`src/rtl/freq_meter.sv`:
```
// -----------------------------------------------------------------------------
// freq_meter
//
// Measures the rate of an external pulse / square-wave input by counting its
// rising edges over a fixed gate window of GATE_LEN = F_0/GATE_HZ system clock
// cycles.
//
// Operating modes:
//   * Single shot: a start pulse in IDLE runs exactly one window.
//   * Continuous: while cont is high, windows repeat back-to-back with one
//     DONE cycle between them.
//
// Outputs:
//   * The count of each completed window is latched into result together with
//     an overflow flag.
//   * valid pulses for one cycle when result and ovf update.
//
// Ports:
//   clk     in   1      system clock, all logic on posedge
//   rst     in   1      asynchronous, active-high reset
//   sig_in  in   1      measured signal, asynchronous to clk
//   start   in   1      single-cycle measurement request (sampled in IDLE only)
//   cont    in   1      level; while high, measurements repeat back-to-back
//   busy    out  1      high whenever the FSM is not in IDLE
//   result  out  CNT_W  edge count of the last completed window (held)
//   valid   out  1      one-cycle pulse when result/ovf update
//   ovf     out  1      last completed window saturated (held like result)
// -----------------------------------------------------------------------------
module freq_meter #(
    parameter int F_0     = 50_000_000,
    parameter int GATE_HZ = 10,
    parameter int CNT_W   = 16
) (
    input  logic             clk,
    input  logic             rst,
    input  logic             sig_in,
    input  logic             start,
    input  logic             cont,
    output logic             busy,
    output logic [CNT_W-1:0] result,
    output logic             valid,
    output logic             ovf
);

    localparam int GATE_LEN = F_0 / GATE_HZ;
    localparam int GATE_W   = $clog2(GATE_LEN);

    localparam logic [GATE_W-1:0] GATE_LAST = GATE_W'(GATE_LEN - 1);
    localparam logic [GATE_W-1:0] GATE_ZERO = {GATE_W{1'b0}};
    localparam logic [GATE_W-1:0] GATE_ONE  = GATE_W'(1);
    localparam logic [CNT_W-1:0]  CNT_MAX   = {CNT_W{1'b1}};
    localparam logic [CNT_W-1:0]  CNT_ZERO  = {CNT_W{1'b0}};
    localparam logic [CNT_W-1:0]  CNT_ONE   = CNT_W'(1);

    typedef enum logic [1:0] {
        IDLE = 2'd0,
        GATE = 2'd1,
        DONE = 2'd2
    } state_t;

    state_t state_r;
    state_t state_nxt_s;

    // Input synchronizer plus one extra flop for edge detection.
    logic sync1_r;
    logic sync2_r;
    logic sync3_r;
    logic edge_s;

    logic [GATE_W-1:0] gate_cnt_r;
    logic [CNT_W-1:0]  edge_cnt_r;
    logic              ovf_flag_r;

    logic              busy_s;
    logic              in_gate_s;
    logic              gate_end_s;
    logic              cnt_en_s;
    logic              sat_s;
    logic [CNT_W-1:0]  edge_cnt_nxt_s;
    logic              ovf_flag_nxt_s;

    // Edge pulse: synchronized level high now, low one cycle earlier.
    assign edge_s = sync2_r & ~sync3_r;

    // Two-flop synchronizer for sig_in followed by the edge-detect delay flop.
    always_ff @(posedge clk or posedge rst) begin
        if (rst) begin
            sync1_r <= 1'b0;
            sync2_r <= 1'b0;
            sync3_r <= 1'b0;
        end else begin
            sync1_r <= sig_in;
            sync2_r <= sync1_r;
            sync3_r <= sync2_r;
        end
    end

    // FSM state register.
    always_ff @(posedge clk or posedge rst) begin
        if (rst) begin
            state_r <= IDLE;
        end else begin
            state_r <= state_nxt_s;
        end
    end

    // FSM next-state logic; start and cont together behave like cont alone.
    always_comb begin
        state_nxt_s = state_r;
        case (state_r)
            IDLE: begin
                if (start || cont) begin
                    state_nxt_s = GATE;
                end else begin
                    state_nxt_s = IDLE;
                end
            end
            GATE: begin
                if (gate_end_s) begin
                    state_nxt_s = DONE;
                end else begin
                    state_nxt_s = GATE;
                end
            end
            DONE: begin
                if (cont) begin
                    state_nxt_s = GATE;
                end else begin
                    state_nxt_s = IDLE;
                end
            end
            default: begin
                state_nxt_s = IDLE;
            end
        endcase
    end

    // FSM output decode plus the saturating next-count for the edge counter.
    always_comb begin
        busy_s         = (state_r != IDLE);
        in_gate_s      = (state_r == GATE);
        gate_end_s     = in_gate_s && (gate_cnt_r == GATE_LAST);
        cnt_en_s       = in_gate_s && edge_s;
        sat_s          = (edge_cnt_r == CNT_MAX);
        edge_cnt_nxt_s = edge_cnt_r;
        ovf_flag_nxt_s = ovf_flag_r;
        if (cnt_en_s) begin
            if (sat_s) begin
                // Counter holds at full scale; remember that edges were lost.
                edge_cnt_nxt_s = edge_cnt_r;
                ovf_flag_nxt_s = 1'b1;
            end else begin
                edge_cnt_nxt_s = edge_cnt_r + CNT_ONE;
                ovf_flag_nxt_s = ovf_flag_r;
            end
        end else begin
            edge_cnt_nxt_s = edge_cnt_r;
            ovf_flag_nxt_s = ovf_flag_r;
        end
    end

    assign busy = busy_s;

    // Gate/edge counters run only in GATE; any other state leaves them clear
    // so the next window always starts from zero and IDLE/DONE edges are lost.
    always_ff @(posedge clk or posedge rst) begin
        if (rst) begin
            gate_cnt_r <= GATE_ZERO;
            edge_cnt_r <= CNT_ZERO;
            ovf_flag_r <= 1'b0;
        end else if (in_gate_s) begin
            gate_cnt_r <= gate_cnt_r + GATE_ONE;
            edge_cnt_r <= edge_cnt_nxt_s;
            ovf_flag_r <= ovf_flag_nxt_s;
        end else begin
            gate_cnt_r <= GATE_ZERO;
            edge_cnt_r <= CNT_ZERO;
            ovf_flag_r <= 1'b0;
        end
    end

    // Result latch: loaded on the last gate cycle (including that cycle's
    // edge) so result/valid are visible during the DONE cycle.
    always_ff @(posedge clk or posedge rst) begin
        if (rst) begin
            valid  <= 1'b0;
            result <= CNT_ZERO;
            ovf    <= 1'b0;
        end else begin
            valid <= gate_end_s;
            if (gate_end_s) begin
                result <= edge_cnt_nxt_s;
                ovf    <= ovf_flag_nxt_s;
            end else begin
                result <= result;
                ovf    <= ovf;
            end
        end
    end

endmodule

```
`config.mk`:
```
export PLATFORM = sky130hd
export DESIGN_NAME = freq_meter
export DESIGN_NICKNAME = d
export VERILOG_FILES = /design/src/rtl/freq_meter.sv
export SDC_FILE = /design/constraint.sdc
export NUM_CORES = 1
export LEC_CHECK = 0
export ABC_CLOCK_PERIOD_IN_PS = 1780
export BUFFER_PORTS_ARGS = -buffer_cell sky130_fd_sc_hd__buf_2
export CORE_MARGIN = 10
export CORE_UTILIZATION = 50
export CTS_CLUSTER_SIZE = 24
export DETAILED_ROUTE_END_ITERATION = 8
export MAX_ROUTING_LAYER = met4
export PLACE_DENSITY_LB_ADDON = 0.08
export SLEW_MARGIN = 20
export SYNTH_ARGS = -nofsm -noshare
export SYNTH_HDL_FRONTEND = slang
export SYNTH_SLANG_ARGS = --single-unit
export TNS_END_PERCENT = 30
```
`constraint.sdc`:
```
create_clock -name clk -period 1.78 [get_ports clk]
set_clock_uncertainty 0.05 [all_clocks]
set_input_delay 0.178 -clock clk [delete_from_list [all_inputs] [get_ports clk]]
set_output_delay 0.178 -clock clk [all_outputs]
set_load 0.03 [all_outputs]
```
Word level (Yosys, flattened, before mapping)
Cells that the tools add are included.

Output and inout port bits: 19. Flip-flop bits (word level): 63. Input port bits: 5.

Muxes and demuxes: 11. Equal/unequal tests: 4. Reductions and logical operators: 5. Add/sub/neg operators: 2. Bitwise gates (word level): 2.

Operator list (count): two-way mux 16 bit (3); adder 23 x 1 -> 23 bit, second input constant (1); equality test 23 bit, second input constant (1); two-way mux 23 bit (1); adder 16 x 1 -> 16 bit, second input constant (1); equality test 16 bit, second input constant (1); one-hot mux 2 bit (3 select lines) (1); two-way mux 1 bit (5); equality test 2 x 1 -> 1 bit, second input constant (1); equality test 2 bit, second input constant (1); logical AND 1 bit (2); zero test 2 bit (1); two-way mux 2 bit (1); nonzero test 2 bit (1); AND 1 bit (1); logical OR 1 bit (1); NOT 1 bit (1).

Depth between registers and ports, before layout
Gate-level depths: netlist (run 1).

Word-level depth: 5. Mapped depth: 9. Depth with buffers taken out: 6.

Worst setup path after synthesis (run 1)
Ideal clock, no wire load.

Path type: flip-flop to flip-flop. Start point: register gate_cnt_r[0]. End point: register result[10]. Path buffers: 3. Path slack: -0.200 ns. Required time: 1.609 ns. Clock period less this slack: 1.980 ns. Data arrival time: 1.808 ns. Cell stages (with the launch flop): 10. Setup time: 0.121 ns. Cell sequence: dfrtp_1 ha_1 inv_1 or2_0 buf_2 or4_4 buf_6 buf_6 nand2_1 o21ai_2.

Cells in the longest elaborated chain, start to end: 2.

RTL lines: start, declared (RTL line 70) `logic [GATE_W-1:0] gate_cnt_r;`; start signal, assigned (RTL line 172) `gate_cnt_r <= gate_cnt_r + GATE_ONE;`; equality test 23 bit (RTL line 142) `gate_end_s = in_gate_s && (gate_cnt_r == GATE_LAST);`; logical AND 1 bit (RTL line 142); end signal, assigned (RTL line 192) `result <= edge_cnt_nxt_s;`; end signal, assigned (RTL line 195) `result <= result;`; end, declared (RTL line 40) `output logic [CNT_W-1:0] result,`.

Every way passes these cells. A chain may end at the register's enable or synchronous reset.

Final worst setup path (run 1)
Start point: register gate_cnt_r[12]. End point: register result[10].

The elaborated chain is that of the path after synthesis.

==> run_results.csv, run 1 <==
group,metric,value,unit
global_route,grt_pass1_vias,2248,
cts,htree_levels,3,
synthesis,postSynthAreaPerCell,9.84,um2
global_route,globalRoute.totalOverflow,0,
floorplan,fp.dieArea,9160,um2
synthesis,synthesis.yosys.warnings,0,
placed_design,place_area,3390,um2
job,max_cap_viol_count,0,
synthesis,mappedNetlistNets,298,
sta,grt_setup_unrepaired,"true",
pwr,max-vdd-ir-drop,0.642,mV
cts,max-clock-path-buffers,2,
floorplan,die_h,95.7,um
worst_setup_path,worst_ep_arrival_time,2050,ps
synthesis,synth-main-ff-cell,"dfrtp_1",
placed_design,place.port_buffers,23,
placed_design,dp_slack,-196,ps
floorplan,ios,24,
floorplan,chipWidth,95.7,um
worst_setup_path,slowest_delay,660,ps
finish,layout-area-overhead-vs-synth,26.5,%
sta,layout_setup_ws,-106,ps
route,initialDrtViolationCount,120,
global_route,global_route_usage_sum,15.5,%
global_route,antenna_found_initial,0,
worst_setup_path,category_of_the_worst_setup_path_capture_point,"flop",
cts,cts_tree,"built",
status,run_status,"finished, violations left",
synthesis,syn-instance-count,291,
pwr,combinationalPowerShare,19.6,%
floorplan,design.core.area,5540,um2
pwr,power_frac_clock,30.0,%
worst_setup_path,worst_path_cell_trace,"nor4b_2 > nand4_1 > or4_4 > nand2_2 > o21ai_2",
cts,worst_setup_hold_path_clk_slew,60,ps
finish,final_cell_area,3620,um2
pwr,internal_power,0.00241,W
pwr,proportion_of_power_drawn_by_flip_flops_and_latches,50.4,%
floorplan,rows,27,
status,failing_checks,"setup timing",
sta,worstMarginPinSlew,635,ps
route,detail_route.wirelength,6230,um
synthesis,ys_top_cells_by_area,"dfrtp_1, nor2_1, xnor2_1",
route,detail_route.wl_per_cell,14.2,um
synthesis,netlist-cell-type-count,42,
finish,total_of_fill_cells_in_the_finished_design,463,
synthesis,cell_with_the_most_instances_after_synthesis,"dfrtp_1",
pwr,power.leakage,1.70,nW
worst_setup_path,worst_ep_required_time,1950,ps
synthesis,number_of_flops_mapped_to_enable_cells_by_yosys,0,
sta,timing.fmax,530,MHz
pwr,design_power_total,0.00338,W
placed_design,gp_congestion,0.851,
worst_setup_path,worstSetupPathType,"flop to flop",
synthesis,synth.cell_area,2860,um2
finish,final_net_count,367,
pwr,p_sw,0.000963,W
route,remaining_drc_errors,0,
global_route,wire_length_of_the_first_global_routing_pass,10800,um
sta,final-hold-violation-count,0,
route,ant_nets,0,
pwr,powerDensity,932,nW/um2
worst_setup_path,highest_net_fanout_along_the_worst_path,18,
worst_setup_path,family_with_the_most_delay_on_the_worst_path,"simple AND/OR/NAND/NOR gates",
route,detail_route.first_pass.iterations,5,
route,viasPerCell,5.25,
global_route,largest_net_degree_at_the_start_of_global_routing,40,
pwr,switching_share,28.5,%
worst_setup_path,critical_path.slowest_cell,"or4_4",
sta,report.final.setup_viol,16,
synthesis,synth_sequential_area_ratio,55.0,%
synthesis,synth_top_area_share,55.0,%
floorplan,start_util,51.7,%
cts,cts_inserted_buffers,9,
route,detailroute.via_count,2295,
placed_design,place.detailed.instances,418,
sta,min_period,1890,ps
sta,timing.final.crit_share,106,%
finish,share_of_layout_cells_above_drive_strength_1,27.7,%
cts,clock_tree.root_cell,"clkbuf_8",
cts,worst_skew_pair.late_latency,330,ps
cts,number_of_clock_sinks,63,
synthesis,synth-seq-cells,63,
synthesis,synth_async_sr_flop_share,100,%
synthesis,most_instantiated_cells_after_synthesis,"dfrtp_1, nor2_1, nand2_1",
sta,drv_slew,0,
synthesis,post-synth-top-area-cell,"dfrtp_1",
finish,antenna-diode-count,0,
sta,max-slew-margin-rel,57.6,%
finish,postLayoutCoreUtil,65.4,%
finish,stdcell_count,437,
worst_setup_path,worst_setup_start_kind,"flop",
placed_design,post-dp-hpwl,4480,um
min_path,holdCritPathClass,"input port to flop",
worst_setup_path,timing.critical_path.buf_inv,0,
-- sequential cells by signal (all words and copies together) (netlist names) --
signal / flops
state_r: 2
gate_cnt_r: 23
sync2_r: 1
sync3_r: 1
edge_cnt_r: 16
valid: 1
sync1_r: 1
ovf: 1
result: 16
ovf_flag_r: 1
-- per-stage QoR --
step / setup TNS (ps) / hold slack [ps]
6_report: -1380 / 58.9
3_3_place_gp: -2440 / 234
3_5_place_dp: -2710 / 238
4_1_cts: -1770 / 35.3
5_1_grt: -3560 / 76.3
2_1_floorplan: -1200 / 159
-- layout make-up --
class	instances	area, um2	area share, %
inverters	8	33.8	0.933
repair buffers	67	483	13.3
clock inverters	1	5.00	0.138
clock buffers	15	146	4.04
multi-input cells	211	1290	35.5
flip-flops and latches	63	1580	43.5
well taps	72	90.1	2.49
-- tightest hold or removal path: cells and delay by family --
family	cells	cell delay (ps)
AO/OA/AOI/OAI	1	50
buffers and inverters	1	90
AND/OR/NAND/NOR	1	80
-- cell families (layout without fill, tap and decap cells) --
group | after synthesis | count (layout) | synth area share, %
muxes | 3 | 3 | 1.05
and+or+nand+nor | 145 | 145 | 25.6
buffers and inverters | 17 | 91 | 2.84
adders and majority gates | 2 | 2 | 0.874
DFF | 63 | 63 | 55.0
xor gates and xnor gates | 25 | 25 | 7.65
AOI/OAI and AO/OA | 36 | 36 | 6.95
-- cells in the final DEF, fill, tap and decap left out, types with 11 or more instances in the layout --
cell type	synthesis	routed
nand3_1	16	14
nand2_1	26	25
buf_4	0	38
xor2_1	12	11
a21oi_1	12	11
nor2_1	51	50
dfrtp_1	63	63
buf_2	2	23
xnor2_1	13	13
o21ai_1	8	12
-- timing repair --
action	in CTS	in global routing
buffers inserted	1	0
gates resized for setup	6	8
hold buffers	2	0
endpoints found under the setup margin	22	36
pin swaps	6	6
hold endpoints to repair	25	0
-- routing by layer --
metal  up-vias  global-route usage [%]  part of all wire (%)
met5         -                       -                     0
met4         0                    6.63                   1.6
met3         9                    2.91                   4.0
met2        50                    22.7                    45
met1      1096                    20.6                    49
li1       1140                       -                     -
-- power groups by stage --
stage                     Clock (W)  Combinational (W)  Sequential, W
after floorplan                   0           0.000346        0.00174
after global placement            0           0.000633        0.00172
after detailed placement          0           0.000652        0.00172
after CTS                   0.00103           0.000660        0.00170
after global routing        0.00112           0.000757        0.00172
final                       0.00101           0.000661        0.00170
-- final timing paths --
check	from	endpoint	depth (start not counted)	slack (ps)
hold / removal	cont	state_r[0]$_DFF_PP0_	3	60
setup / recovery	gate_cnt_r[12]$_DFF_PP0_	result[10]$_DFFE_PP0P_	5	-110
min in group asynchronous	rst	edge_cnt_r[6]$_DFF_PP0_	3	430
max in group asynchronous	rst	result[8]$_DFFE_PP0P_	4	710
hold reg to reg	sync1_r$_DFF_PP0_	sync2_r$_DFF_PP0_	0	310
setup reg to reg	gate_cnt_r[12]$_DFF_PP0_	result[10]$_DFFE_PP0P_	5	-110
No activity file was read; power rests on OpenSTA's default activity.
==> run 2, diff against run 1 <==
--- a/config.mk
+++ b/config.mk
@@ -5,6 +5,7 @@
 export SDC_FILE = /design/constraint.sdc
 export NUM_CORES = 1
 export LEC_CHECK = 0
+export ABC_AREA = 1
 export ABC_CLOCK_PERIOD_IN_PS = 1780
 export BUFFER_PORTS_ARGS = -buffer_cell sky130_fd_sc_hd__buf_2
 export CORE_MARGIN = 10
==> run 2 against run 1 <==
  * Largest power group unchanged
  * Clock power is 41% higher
  * The flow now finishes without violations
  * Routed wire length rose by 27%
  * Register-to-register slack better by 200 ps
  * Sequential share of layout area fell by 3.2 points
  * First-iteration DRC count grew 51%
  * Worst hold slack worse by 29 ps
  * Area after synthesis grew 18%
  * Highest routed layer unchanged
  * Die area rose by 14%
  * Cell area grew 7.9%
  * Synthesized cell count rose by 59%
==> run_results.csv, run 2 <==
group,metric,value,unit
min_path,holdCritPathClass,"input port to flop",
synthesis,number_of_flops_mapped_to_enable_cells_by_yosys,0,
finish,share_of_layout_cells_above_drive_strength_1,14.9,%
finish,max_flop_register,"gate_cnt_r",
placed_design,place.port_buffers,23,
finish,stdcell_count,586,
sta,timing.fmax,592,MHz
synthesis,synth_sequential_area_ratio,46.8,%
floorplan,fp.dieArea,10400,um2
synthesis,ys_top_cells_by_area,"dfrtp_1, nand2_1, nor2_1",
worst_setup_path,worst_ep_required_time,2010,ps
placed_design,post-dp-hpwl,5810,um
finish,layout-area-overhead-vs-synth,16.0,%
cts,max-clock-path-buffers,2,
finish,largest_register_ff_count,23,
cts,cts_tree,"built",
cts,htree_levels,3,
finish,antenna-diode-count,0,
worst_setup_path,category_of_the_worst_setup_path_capture_point,"flop",
global_route,largest_net_degree_at_the_start_of_global_routing,47,
worst_setup_path,worst_setup_start_kind,"flop",
finish,total_of_fill_cells_in_the_finished_design,604,
pwr,proportion_of_power_drawn_by_flip_flops_and_latches,46.8,%
floorplan,design.core.area,6460,um2
synthesis,synth_async_sr_flop_share,100,%
sta,min_period,1690,ps
synthesis,mappedNetlistNets,470,
worst_setup_path,worst_ep_arrival_time,1920,ps
global_route,global_route_usage_sum,16.9,%
finish,mostFrequentLayoutCells,"nand2_1, nor2_1, dfrtp_1",
status,run_status,"finished, final reports clean",
finish,most_common_cell_after_layout_fill_and_taps_aside,"nand2_1",
pwr,max-vdd-ir-drop,0.544,mV
floorplan,ios,24,
synthesis,synth-seq-cells,63,
synthesis,synthesis.yosys.warnings,0,
floorplan,chipWidth,102,um
synthesis,synth-main-ff-cell,"dfrtp_1",
pwr,power.leakage,2.06,nW
finish,postLayoutCoreUtil,60.5,%
placed_design,gp_congestion,0.944,
route,detailroute.via_count,3002,
pwr,internal_power,0.00263,W
worst_setup_path,highest_net_fanout_along_the_worst_path,10,
sta,timing.final.crit_share,94.8,%
sta,report.final.setup_viol,0,
synthesis,synth_top_area_share,46.8,%
synthesis,postSynthAreaPerCell,7.28,um2
route,remaining_drc_errors,0,
sta,drv_slew,0,
pwr,switching_share,29.0,%
synthesis,netlist-cell-type-count,28,
cts,clock_tree.root_cell,"clkbuf_8",
pwr,power_frac_clock,38.2,%
global_route,globalRoute.totalOverflow,0,
synthesis,post-synth-top-area-cell,"dfrtp_1",
floorplan,rows,29,
global_route,antenna_found_initial,0,
route,viasPerCell,5.12,
sta,max-slew-margin-rel,70.6,%
route,detail_route.wirelength,7940,um
floorplan,start_util,52.2,%
floorplan,die_h,102,um
finish,reg_top3,"gate_cnt_r: 23 flops, edge_cnt_r: 16 flops, result: 16 flops",
sta,grt_setup_unrepaired,"true",
pwr,combinationalPowerShare,14.9,%
sta,worstMarginPinSlew,440,ps
finish,area_of_combinational_cells_with_multiple_inputs,1530,um2
route,ant_nets,0,
synthesis,most_instantiated_cells_after_synthesis,"nand2_1, nor2_1, dfrtp_1",
worst_setup_path,worstSetupPathType,"flop to flop",
finish,final_net_count,511,
global_route,grt_pass1_vias,2880,
sta,final-hold-violation-count,0,
global_route,wire_length_of_the_first_global_routing_pass,13600,um
job,max_cap_viol_count,0,
route,detail_route.first_pass.iterations,4,
placed_design,place.detailed.instances,567,
cts,number_of_clock_sinks,63,
finish,seq_area,1580,um2
cts,worst_skew_pair.late_latency,340,ps
pwr,powerDensity,947,nW/um2
route,detail_route.wl_per_cell,13.5,um
synthesis,syn-instance-count,463,
synthesis,synth.cell_area,3370,um2
pwr,p_sw,0.00107,W
cts,cts_inserted_buffers,9,
cts,worst_setup_hold_path_clk_slew,70,ps
route,initialDrtViolationCount,181,
synthesis,cell_with_the_most_instances_after_synthesis,"nand2_1",
## run 2: changes by cell type after synthesis, sizes merged, moves of 5 or more
cell,previous run,this run
a21oi,12,17
or3,5,0
nand2,26,143
nor2,51,80
nand3,16,41
xor2,12,1
inv,8,62
xnor2,13,0
## run 2: area by class of cell
class                   count  share of cell area (%)
clock inverters             3                    1.66
clock buffers              13                    4.07
repair buffers             37                    6.08
multi-input cells         330                    39.1
inverters                  63                    6.27
well taps                  77                    2.46
flip-flops and latches     63                    40.3
## run 2: path summary, 6_finish.rpt
check | from | to | slack (ps) | cells after the start
min in group asynchronous | rst | gate_cnt_r[7]$_DFF_PP0_ | 340 | 3
worst min register to register | sync1_r$_DFF_PP0_ | sync2_r$_DFF_PP0_ | 310 | 0
worst max-delay path | gate_cnt_r[1]$_DFF_PP0_ | result[10]$_DFFE_PP0P_ | 90 | 9
worst max register to register | gate_cnt_r[1]$_DFF_PP0_ | result[10]$_DFFE_PP0P_ | 90 | 9
worst min-delay path | cont | state_r[0]$_DFF_PP0_ | 30 | 3
max in group asynchronous | rst | sync2_r$_DFF_PP0_ | 780 | 4
## run 2: cell families (layout without fill, tap and decap cells)
kind of cell | Yosys count | in the layout | share of synthesized area (%)
buffers and inverters | 70 | 116 | 8.24
flip-flops | 63 | 63 | 46.8
AND/OR/NAND/NOR | 285 | 285 | 37.6
AO/OA/AOI/OAI | 42 | 42 | 6.38
XOR/XNOR | 1 | 1 | 0.260
adder cells (fa/ha/maj) | 2 | 2 | 0.742
## run 2: metrics by stage
stage | area (um2) | setup WS [ps] | hold slack, ps | power [W] | setup TNS [ps]
floorplan | 3370 | 294 | 159 | 0.00213 | 0
global placement | 3640 | 156 | 161 | 0.00228 | 0
detailed placement | 3640 | 107 | 161 | 0.00229 | 0
CTS | 3890 | 75.7 | 17.1 | 0.00371 | 0
global route | 3910 | -16.9 | 45.9 | 0.00388 | -92.3
finish | 3910 | 91.7 | 29.7 | 0.00370 | 0
## run 2: worst max-delay path, stage by stage (launching register included)
cell and delay (ps):
dfrtp_1 390, ha_1 200, nand2_2 90, nor2_4 190, nand2_4 100, clkinv_4 70
nand4_4 100, nor2_8 250, nand3_1 110, nand2_1 70
## run 2: layer usage
layer	routed length, um	track usage (%)
met5	0	-
met2	3380	23.9
met1	4170	23.3
met3	289	3.51
met4	97	5.97
## run 2: power groups by stage
stage	logic [W]	registers (W)	clock network, W
after global placement	0.000530	0.00175	0
after detailed placement	0.000541	0.00175	0
final	0.000553	0.00173	0.00142
after floorplan	0.000415	0.00171	0
after CTS	0.000543	0.00173	0.00144
after global routing	0.000641	0.00175	0.00149
## run 2: timing repair
item / 4_1_cts / 5_1_grt
endpoints found under the setup margin: 0 / 17
hold buffers: 2 / 0
hold endpoints to repair: 18 / 0
resized for setup: 0 / 3
buffers inserted: 0 / 1
==> run 3, diff against run 2 <==
--- a/config.mk
+++ b/config.mk
@@ -8,12 +8,12 @@
 export ABC_AREA = 1
 export ABC_CLOCK_PERIOD_IN_PS = 1780
 export BUFFER_PORTS_ARGS = -buffer_cell sky130_fd_sc_hd__buf_2
-export CORE_MARGIN = 10
 export CORE_UTILIZATION = 50
 export CTS_CLUSTER_SIZE = 24
 export DETAILED_ROUTE_END_ITERATION = 8
 export MAX_ROUTING_LAYER = met4
 export PLACE_DENSITY_LB_ADDON = 0.08
+export REMOVE_ABC_BUFFERS = 1
 export SLEW_MARGIN = 20
 export SYNTH_ARGS = -nofsm -noshare
 export SYNTH_HDL_FRONTEND = slang
==> run 3 against run 2 <==
  * The run now ends with DRC left
  * Cell count is 2.4% higher
  * Total power is 2.4% higher
  * Largest power group unchanged
  * Critical path type unchanged
  * First-iteration DRC count is 39% lower
==> run_results.csv, run 3 (same netlist as run 2, synthesis figures left out) <==
group,metric,value,unit
status,run_status,"finished, violations left",
status,failing_checks,"DRC",
global_route,globalRoute.totalOverflow,0,
sta,drv_slew,0,
finish,largest_register_ff_count,23,
worst_setup_path,worst_setup_start_kind,"flop",
sta,worstMarginPinSlew,342,ps
global_route,global_route_usage_sum,24.0,%
worst_setup_path,worstSetupPathType,"flop to flop",
cts,clock_tree.root_cell,"clkbuf_8",
finish,mostFrequentLayoutCells,"nand2_1, nor2_1, dfrtp_1",
cts,worst_skew_pair.late_latency,350,ps
finish,most_common_cell_after_layout_fill_and_taps_aside,"nand2_1",
floorplan,chipWidth,84.1,um
floorplan,ios,24,
worst_setup_path,worst_ep_required_time,1980,ps
cts,cts_tree,"built",
placed_design,place.port_buffers,23,
pwr,powerDensity,932,nW/um2
sta,grt_setup_unrepaired,"true",
worst_setup_path,worst_ep_arrival_time,1910,ps
sta,timing.fmax,583,MHz
floorplan,start_util,52.5,%
pwr,max-vdd-ir-drop,0.646,mV
route,detail_route.first_pass.iterations,6,
sta,min_period,1720,ps
cts,number_of_clock_sinks,63,
pwr,design_power_total,0.00379,W
cts,worst_setup_hold_path_clk_slew,70,ps
route,remaining_drc_errors,2,
global_route,grt_pass1_vias,2885,
global_route,largest_net_degree_at_the_start_of_global_routing,64,
job,max_cap_viol_count,0,
finish,reg_top3,"gate_cnt_r: 23 flops, edge_cnt_r: 16 flops, result: 16 flops",
floorplan,die_h,84.1,um
finish,max_flop_register,"gate_cnt_r",
cts,cts_inserted_buffers,9,
finish,postLayoutCoreUtil,63.4,%
route,detailroute.via_count,3041,
route,initialDrtViolationCount,111,
cts,max-clock-path-buffers,2,
route,detail_route.wirelength,7790,um
global_route,wire_length_of_the_first_global_routing_pass,12700,um
route,viasPerCell,5.07,
sta,max-slew-margin-rel,77.2,%
placed_design,post-dp-hpwl,5520,um
floorplan,rows,29,
sta,final-hold-violation-count,0,
sta,report.final.setup_viol,0,
route,ant_nets,0,
worst_setup_path,category_of_the_worst_setup_path_capture_point,"flop",
global_route,antenna_found_initial,0,
finish,share_of_layout_cells_above_drive_strength_1,19.3,%
route,detail_route.wl_per_cell,13.0,um
placed_design,gp_congestion,0.902,
min_path,holdCritPathClass,"input port to flop",
finish,final_net_count,525,
floorplan,fp.dieArea,7070,um2
worst_setup_path,highest_net_fanout_along_the_worst_path,4,
sta,timing.final.crit_share,96.4,%
floorplan,design.core.area,6420,um2
finish,antenna-diode-count,0,
finish,layout-area-overhead-vs-synth,20.7,%
cts,htree_levels,3,
pwr,power.leakage,2.14,nW
==> run 3: power breakdown <==
part           switching (W)  internal, W
logic               0.000409     0.000261
registers           0.000132      0.00157
clock network       0.000557     0.000864
==> run 3: final cells by class <==
cell class	count	area, um2
flip-flops and latches	63	1580
multi-input cells	330	1580
clock inverters	3	65.1
well taps	77	96.3
clock buffers	13	159
inverters	63	241
fillers	595	2350
repair buffers	51	354
==> run 3: path summary, 6_finish.rpt <==
path,from,to,slack (ps),cells after the start
worst max-delay path,gate_cnt_r[1]$_DFF_PP0_,gate_cnt_r[22]$_DFF_PP0_,60,11
worst min-delay path,cont,state_r[0]$_DFF_PP0_,30,3
worst max register to register,gate_cnt_r[1]$_DFF_PP0_,gate_cnt_r[22]$_DFF_PP0_,60,11
worst min register to register,sync1_r$_DFF_PP0_,sync2_r$_DFF_PP0_,300,0
max in group asynchronous,rst,edge_cnt_r[10]$_DFF_PP0_,1010,4
min in group asynchronous,rst,gate_cnt_r[19]$_DFF_PP0_,380,4
==> run 3: metrics by stage <==
stage | setup WS, ps | std cells | setup TNS [ps] | area (um2) | hold slack, ps
after detailed placement | 52.7 | 572 | 0 | 3680 | 218
final | 64.2 | 600 | 0 | 4070 | 25.3
after CTS | 44.1 | 590 | 0 | 3920 | 18.9
after floorplan | -85.9 | 456 | -1630 | 3330 | 159
after global placement | 93.9 | 572 | 0 | 3680 | 220
after global routing | -86.9 | 600 | -392 | 4070 | 28.4
==> run 3: worst max-delay path, cell delays in order (launching register included) <==
cell	delay, ps
dfrtp_1	360
ha_2	190
nand2_2	70
buf_6	120
nor2_4	180
nand2_4	100
nor2_4	190
nand2_2	100
nor2_4	90
nand2_1	50
nor2_1	80
nor2_1	40
==> run 3: per-layer routing <==
layer / vias up / track usage (%) / wire length (um)
met5: - / - / 0
met4: 0 / 11.9 / 174
met3: 12 / 4.15 / 164
met2: 36 / 41.6 / 4050
met1: 1428 / 26.6 / 3400
li1: 1565 / - / -
==> run 3: timing repair <==
item	CTS	global route
hold buffers	2	0
endpoints found under the hold margin	64	0
gates resized for setup	0	22
setup buffers	0	9
setup endpoints to repair	0	27
